--- config.mk ---
export PLATFORM = sky130hd
export DESIGN_NAME = rf_issue_ctrl
export DESIGN_NICKNAME = d
export VERILOG_FILES = /design/src/rtl/rf_issue_ctrl.sv
export SDC_FILE = /design/constraint.sdc
export NUM_CORES = 1
export LEC_CHECK = 0
export ABC_CLOCK_PERIOD_IN_PS = 1900
export CORE_AREA = 2 2 116 118
export DETAILED_ROUTE_END_ITERATION = 8
export DIE_AREA = 0 0 118 120
export PLACE_DENSITY = 0.83
export SYNTH_ARGS = -nofsm -noshare
export SYNTH_HDL_FRONTEND = slang
export SYNTH_SLANG_ARGS = --single-unit
--- constraint.sdc ---
create_clock -name clk -period 1.9 [get_ports clk]
set_input_delay 0.38 -clock clk [delete_from_list [all_inputs] [get_ports clk]]
set_output_delay 0.38 -clock clk [all_outputs]
set_load 0.1 [all_outputs]
--- src/rtl/rf_issue_ctrl.sv ---
// rf_issue_ctrl
// Single-issue operand-fetch / write-back sequencer placed directly in front
// of a 32x32 register file. One R-type instruction is in flight at a time:
//   IDLE -> RD -> CAP -> ISSUE -> WAIT_RES -> WB -> IDLE
// so register-file reads and writes never share a cycle and no hazard logic
// is needed.
//
// Ports:
//   clk, rst_n                    clock (rising edge), async active-low reset
//   instr_valid/instr/instr_ready instruction handshake (rs=[25:21],
//                                 rt=[20:16], rd=[15:11], funct=[5:0])
//   rf_read1/rf_read2             register-file read addresses
//   rf_data_1/rf_data_2           read data, valid one cycle after address
//   rf_write_reg/_data/_en        register-file write port
//   op_valid/op_a/op_b/op_funct   operands to the ALU, op_ready from the ALU
//   res_valid/res_data/res_ready  result handshake from the ALU
//
// Optional feature: define RF_ISSUE_CNT_EN to add a 16-bit retire_cnt output
// that counts every WB cycle (including suppressed writes to register 0).
//
// Every output is a flop, so all outputs clear asynchronously on reset.

module rf_issue_ctrl #(
  parameter int DATA_W      = 32,
  parameter int ADDR_W      = 5,
  parameter bit ZERO_REG_RO = 1'b1
) (
  input  logic              clk,
  input  logic              rst_n,
  input  logic              instr_valid,
  input  logic [31:0]       instr,
  output logic              instr_ready,
  output logic [ADDR_W-1:0] rf_read1,
  output logic [ADDR_W-1:0] rf_read2,
  output logic [ADDR_W-1:0] rf_write_reg,
  output logic [DATA_W-1:0] rf_write_data,
  output logic              rf_write_en,
  input  logic [DATA_W-1:0] rf_data_1,
  input  logic [DATA_W-1:0] rf_data_2,
  output logic              op_valid,
  output logic [DATA_W-1:0] op_a,
  output logic [DATA_W-1:0] op_b,
  output logic [5:0]        op_funct,
  input  logic              op_ready,
  input  logic              res_valid,
  input  logic [DATA_W-1:0] res_data,
  output logic              res_ready
`ifdef RF_ISSUE_CNT_EN
  ,
  output logic [15:0]       retire_cnt
`endif
);

  typedef enum logic [2:0] {
    IDLE     = 3'd0,
    RD       = 3'd1,
    CAP      = 3'd2,
    ISSUE    = 3'd3,
    WAIT_RES = 3'd4,
    WB       = 3'd5
  } state_e;

  state_e state_q, state_d;

  logic [ADDR_W-1:0] rd_q, rd_d;
  logic [5:0]        funct_q, funct_d;

  logic              instr_ready_q, instr_ready_d;
  logic [ADDR_W-1:0] rf_read1_q, rf_read1_d;
  logic [ADDR_W-1:0] rf_read2_q, rf_read2_d;
  logic [ADDR_W-1:0] rf_write_reg_q, rf_write_reg_d;
  logic [DATA_W-1:0] rf_write_data_q, rf_write_data_d;
  logic              rf_write_en_q, rf_write_en_d;
  logic              op_valid_q, op_valid_d;
  logic [DATA_W-1:0] op_a_q, op_a_d;
  logic [DATA_W-1:0] op_b_q, op_b_d;
  logic [5:0]        op_funct_q, op_funct_d;
  logic              res_ready_q, res_ready_d;

  // Opcode and shamt fields are not used by this stage.
  logic unused_instr_bits;
  assign unused_instr_bits = ^{instr[31:26], instr[10:6]};

  // Next-state and next-output logic. Address/data outputs default to
  // holding their last value; the strobes and readies are recomputed from
  // the next state so each registered output is aligned with its state.
  always_comb begin
    state_d         = state_q;
    rd_d            = rd_q;
    funct_d         = funct_q;
    rf_read1_d      = rf_read1_q;
    rf_read2_d      = rf_read2_q;
    rf_write_reg_d  = rf_write_reg_q;
    rf_write_data_d = rf_write_data_q;
    op_a_d          = op_a_q;
    op_b_d          = op_b_q;
    op_funct_d      = op_funct_q;

    case (state_q)
      IDLE: begin
        // instr_ready_q is low on the first cycle after reset, so nothing is
        // accepted until the registered ready has actually been presented.
        if (instr_valid && instr_ready_q) begin
          rf_read1_d = instr[21 +: ADDR_W];
          rf_read2_d = instr[16 +: ADDR_W];
          rd_d       = instr[11 +: ADDR_W];
          funct_d    = instr[5:0];
          state_d    = RD;
        end
      end
      RD: begin
        state_d = CAP;
      end
      CAP: begin
        op_a_d     = rf_data_1;
        op_b_d     = rf_data_2;
        op_funct_d = funct_q;
        state_d    = ISSUE;
      end
      ISSUE: begin
        if (op_ready) begin
          state_d = WAIT_RES;
        end
      end
      WAIT_RES: begin
        if (res_valid) begin
          rf_write_reg_d  = rd_q;
          rf_write_data_d = res_data;
          state_d         = WB;
        end
      end
      WB: begin
        state_d = IDLE;
      end
      default: begin
        state_d = IDLE;
      end
    endcase

    instr_ready_d = (state_d == IDLE);
    op_valid_d    = (state_d == ISSUE);
    res_ready_d   = (state_d == WAIT_RES);
    // Register 0 is hard-wired to zero in the file, so its write is dropped.
    rf_write_en_d = (state_d == WB) && !(ZERO_REG_RO && (rd_q == '0));
  end

  always_ff @(posedge clk or negedge rst_n) begin
    if (!rst_n) begin
      state_q         <= IDLE;
      rd_q            <= '0;
      funct_q         <= '0;
      instr_ready_q   <= 1'b0;
      rf_read1_q      <= '0;
      rf_read2_q      <= '0;
      rf_write_reg_q  <= '0;
      rf_write_data_q <= '0;
      rf_write_en_q   <= 1'b0;
      op_valid_q      <= 1'b0;
      op_a_q          <= '0;
      op_b_q          <= '0;
      op_funct_q      <= '0;
      res_ready_q     <= 1'b0;
    end else begin
      state_q         <= state_d;
      rd_q            <= rd_d;
      funct_q         <= funct_d;
      instr_ready_q   <= instr_ready_d;
      rf_read1_q      <= rf_read1_d;
      rf_read2_q      <= rf_read2_d;
      rf_write_reg_q  <= rf_write_reg_d;
      rf_write_data_q <= rf_write_data_d;
      rf_write_en_q   <= rf_write_en_d;
      op_valid_q      <= op_valid_d;
      op_a_q          <= op_a_d;
      op_b_q          <= op_b_d;
      op_funct_q      <= op_funct_d;
      res_ready_q     <= res_ready_d;
    end
  end

  assign instr_ready   = instr_ready_q;
  assign rf_read1      = rf_read1_q;
  assign rf_read2      = rf_read2_q;
  assign rf_write_reg  = rf_write_reg_q;
  assign rf_write_data = rf_write_data_q;
  assign rf_write_en   = rf_write_en_q;
  assign op_valid      = op_valid_q;
  assign op_a          = op_a_q;
  assign op_b          = op_b_q;
  assign op_funct      = op_funct_q;
  assign res_ready     = res_ready_q;

`ifdef RF_ISSUE_CNT_EN
  logic [15:0] retire_cnt_q, retire_cnt_d;

  // Counts WB cycles, not actual writes; wraps naturally at 16 bits.
  always_comb begin
    retire_cnt_d = retire_cnt_q;
    if (state_q == WB) begin
      retire_cnt_d = retire_cnt_q + 16'd1;
    end
  end

  always_ff @(posedge clk or negedge rst_n) begin
    if (!rst_n) begin
      retire_cnt_q <= 16'd0;
    end else begin
      retire_cnt_q <= retire_cnt_d;
    end
  end

  assign retire_cnt = retire_cnt_q;
`endif

endmodule

Word level (Yosys, flattened, before mapping)
Cells that the tools add are included.
{"block": "word_totals", "ff_bits": 135}
{"block": "op_classes", "n_eq_ne": 7, "n_mux": 4, "reduce_logical": 8}
{"op": "$pmux W3 S5", "count": 1}
{"op": "$eq A3 B2 Y1 const B", "count": 3}
{"op": "$eq A3 B3 Y1 const B", "count": 3}
{"op": "$mux W3", "count": 3}
{"op": "$logic_not A3 Y1", "count": 2}
{"op": "$logic_not A5 Y1", "count": 1}
{"op": "$reduce_and A2 Y1", "count": 2}
{"op": "$eq A3 B1 Y1 const B", "count": 1}
{"op": "$logic_and A1 B1 Y1", "count": 2}
{"op": "$logic_not A1 Y1", "count": 1}

Depth between registers and ports, before layout
{"block": "logic_depth", "word_depth": 5, "depth_mapped": 6, "mapped_depth_nobuf": 3}

Worst setup path before layout
No wires, ideal clock.
{"block": "synth_timing", "path_type": "reg2reg", "start": "register instr_ready_q, in the netlist instr_ready", "end": "register rf_read1_q[0], in the netlist rf_read1[0]", "setup_ns": 0.125, "arrival_ns": 1.829, "path_slack_ns": -0.054, "path_stages_with_launch": 5, "n_path_buf": 2, "synth_period_minus_slack_ns": 1.954, "path_cell_list": "dfrtp_1 > and4b_1 > buf_2 > buf_4 > mux2_2"}
{"block": "synth_via", "elab_chain_cells": 2}
{"element": "start, declared", "line": "68", "rtl": "logic instr_ready_q, instr_ready_d;"}
{"element": "start signal, assigned", "line": "167", "rtl": "instr_ready_q <= instr_ready_d;"}
{"element": "$logic_and A1 B1 Y1", "line": "103", "rtl": "if (instr_valid && instr_ready_q) begin"}
{"element": "$reduce_and A2 Y1 (no line)"}
{"element": "end signal, assigned", "line": "168", "rtl": "rf_read1_q <= rf_read1_d;"}
{"element": "end, declared", "line": "69", "rtl": "logic [ADDR_W-1:0] rf_read1_q, rf_read1_d;"}
No other way between the ends.
A chain may end at the register's enable or synchronous reset.

Worst setup path after layout
{"block": "layout_timing", "start": "register state_q[0]", "end": "register rd_q[3]"}
{"block": "layout_via", "elab_chain_cells": 2}
{"element": "start, declared", "line": "63", "rtl": "state_e state_q, state_d;"}
{"element": "start signal, assigned", "line": "164", "rtl": "state_q <= state_d;"}
{"element": "$logic_not A3 Y1", "line": "99", "rtl": "case (state_q)"}
{"element": "$reduce_and A2 Y1 (no line)"}
{"element": "end signal, assigned", "line": "165", "rtl": "rd_q <= rd_d;"}
{"element": "end, declared", "line": "65", "rtl": "logic [ADDR_W-1:0] rd_q, rd_d;"}
No other way between the ends.

==> impl_metrics.yaml <==
route:
  vias: 3490
  totalWireLength_mm: 12.0
  viasPerCell: 4.68
  wire_per_inst_um: 16.2
  drc_errors: 0
  drtPass1Iterations: 4
  drt_iter0_drc: 136
  detail-route-antenna-nets: 0
place:
  placed_area_um2: 7580
  io_buffers: 242
  placed_cells: 713
  place_congestion: 0.770
  dp_slack_ns: 0.0300
  dp_hpwl_mm: 8.92
floorplan:
  start_util_pct: 38.9
  rows: 42
  die_w_um: 118
  die_y_um: 120
  io_pins: 254
  core-area_um2: 13000
  dieArea_um2: 14200
setup_path:
  crit_path_max_fanout: 9
  cp_data_arrival_time_ns: 1.91
  cp-start-kind: "flop"
  worstPathRequired_ns: 2.19
  crit_path_end_kind: "flop"
  crit_type: "reg -> reg"
flow_run:
  maxCapViolCount: 0
sta:
  fin_skew_ns: 0.00722
  setup_tns_ns: 0
  finalHoldViolCount: 0
  fmax_ghz: 0.616
  layout_min_cycle_time_ns: 1.62
  finalWorstSetupSlack_ns: 0.275
  worst_pin_slew_ns: 0.402
  slew_violations: 0
  slew_headroom_pct: 73.2
  setup_viol: 0
  fin_crit_sh_pct: 85.5
  rsz0062_at_grt: "false"
global_route:
  antenna_found_initial: 0
  grt.total_usage_pct: 17.7
  grtUsageMet2_pct: 29.9
  grt_pass1_wl_mm: 19.4
  grt_use_met3_pct: 7.08
  busiest_layer: "met2"
  first_global_vias: 3709
  grt_max_degree: 71
  grt_overflow_total: 0
  grtUsageMet1_pct: 19.8
synthesis:
  syn-num-nets: 435
  netlist_instances: 302
  synth_top_area_share_pct: 66.9
  synth_top_area_cell: "dfrtp_1"
  ys_top_cells_by_area: "dfrtp_1 (67%), mux2_2 (27%), mux2_1 (1.3%), buf_2 (1.1%), buf_4 (0.74%)"
  synth.cell_area_um2: 5050
  synthDistinctLibCells: 22
  synth-edff-count: 0
  ys_async_sr_fraction_pct: 100
  yosys_warnings: 0
  ys_seq_area_share_pct: 66.9
  avgSynthCellArea_um2: 16.7
  synth_ff_type: "dfrtp_1"
  ys_seq_elements: 135
final_layout:
  fillers: 978
  final_area_um2: 8160
  area_delta_synth_final_pct: 61.5
  fin_cells: 745
  final_cell_mix: "dfrtp_1 (134), mux2_2 (122), clkdlybuf4s50_1 (120)"
  layout.nets: 690
  final_common_cell: "dfrtp_1"
  drive_gt1_share_pct: 49.7
  diodes: 0
clocking:
  h-tree-depth: 4
  ctsResizeCount: 0
  tritoncts: "built"
  clockBufferDepth: 2
  cts_num_sinks: 135
  cts_root_buf: "clkbuf_16"
  numCtsBuffers: 17
  clk_latency_ns: 0.41
  clk_pin_slew_ns: 0.05
hold_path:
  hp-class: "in -> async"
run_status:
  status: "complete, no violations"
metrics by stage:
| stage | hold WS [ns] | utilization, % |
|---|---|---|
| after floorplan | 0.0844 | - |
| after global placement | 0.218 | 58.4 |
| after detailed placement | 0.221 | 58.4 |
| after CTS | 0.324 | 62.9 |
| after global routing | 0.331 | 62.9 |
| final | 0.345 | 62.9 |
repair_timing:
item | CTS | global route
endpoints found under the hold margin | 6 | 0
buffers inserted | 0 | 0
hold buffers | 1 | 0
final timing paths:
path / from / endpoint / slack (ns) / cells past startpoint
max: state_q[0]$_DFF_PN0_ / rd_q[3]$_DFFE_PN0P_ / 0.28 / 4
min in group clk: op_b[2]$_DFFE_PN0N_ / op_b[2]$_DFFE_PN0N_ / 0.48 / 1
max reg2reg: state_q[0]$_DFF_PN0_ / rd_q[3]$_DFFE_PN0P_ / 0.28 / 4
min reg2reg: op_b[2]$_DFFE_PN0N_ / op_b[2]$_DFFE_PN0N_ / 0.48 / 1
min: rst_n / op_b[12]$_DFFE_PN0N_ / 0.34 / 2
max in group asynchronous: rst_n / instr_ready$_DFF_PN0_ / 0.97 / 3
layer usage:
| metal | up-vias | part of all wire, % |
|---|---|---|
| met5 | - | 0 |
| met1 | 1728 | 38 |
| li1 | 1584 | - |
| met4 | 0 | 1.5 |
| met2 | 165 | 52 |
| met3 | 13 | 8.6 |
area by class of cell:
type,count,area [µm²],share of cell area (%)
clock buffer,23,468,5.73
clock inverter,8,98.8,1.21
inverter,1,3.75,0.0460
multi-input combinational,150,1580,19.4
sequential,135,3380,41.4
tap,176,220,2.70
timing repair buffer,252,2410,29.5
cell usage after synthesis, types with 2 or more instances:
| cell | instances |
|---|---|
| buf_4 | 5 |
| dfrtp_1 | 135 |
| nand2_1 | 2 |
| buf_2 | 11 |
| o21ai_0 | 3 |
| mux2_1 | 6 |
| mux2_2 | 122 |
| nor2_1 | 3 |
| nor3_1 | 2 |
critical path: stages, from the launching register on:
cell	delay (ns)
dfrtp_1	0.48
nor2_1	0.21
and4b_1	0.29
buf_4	0.18
mux2_2	0.34
logic make-up after synthesis:
| kind of cell | count (synthesis) | share of synthesized area (%) |
|---|---|---|
| compound gates | 7 | 0.867 |
| buf+inv | 17 | 1.91 |
| flops | 135 | 66.9 |
| mux | 128 | 28.5 |
| simple gates | 15 | 1.83 |
Power is not shown: default switching activity piles up to over one toggle a cycle in this logic, so the estimate is an artifact.
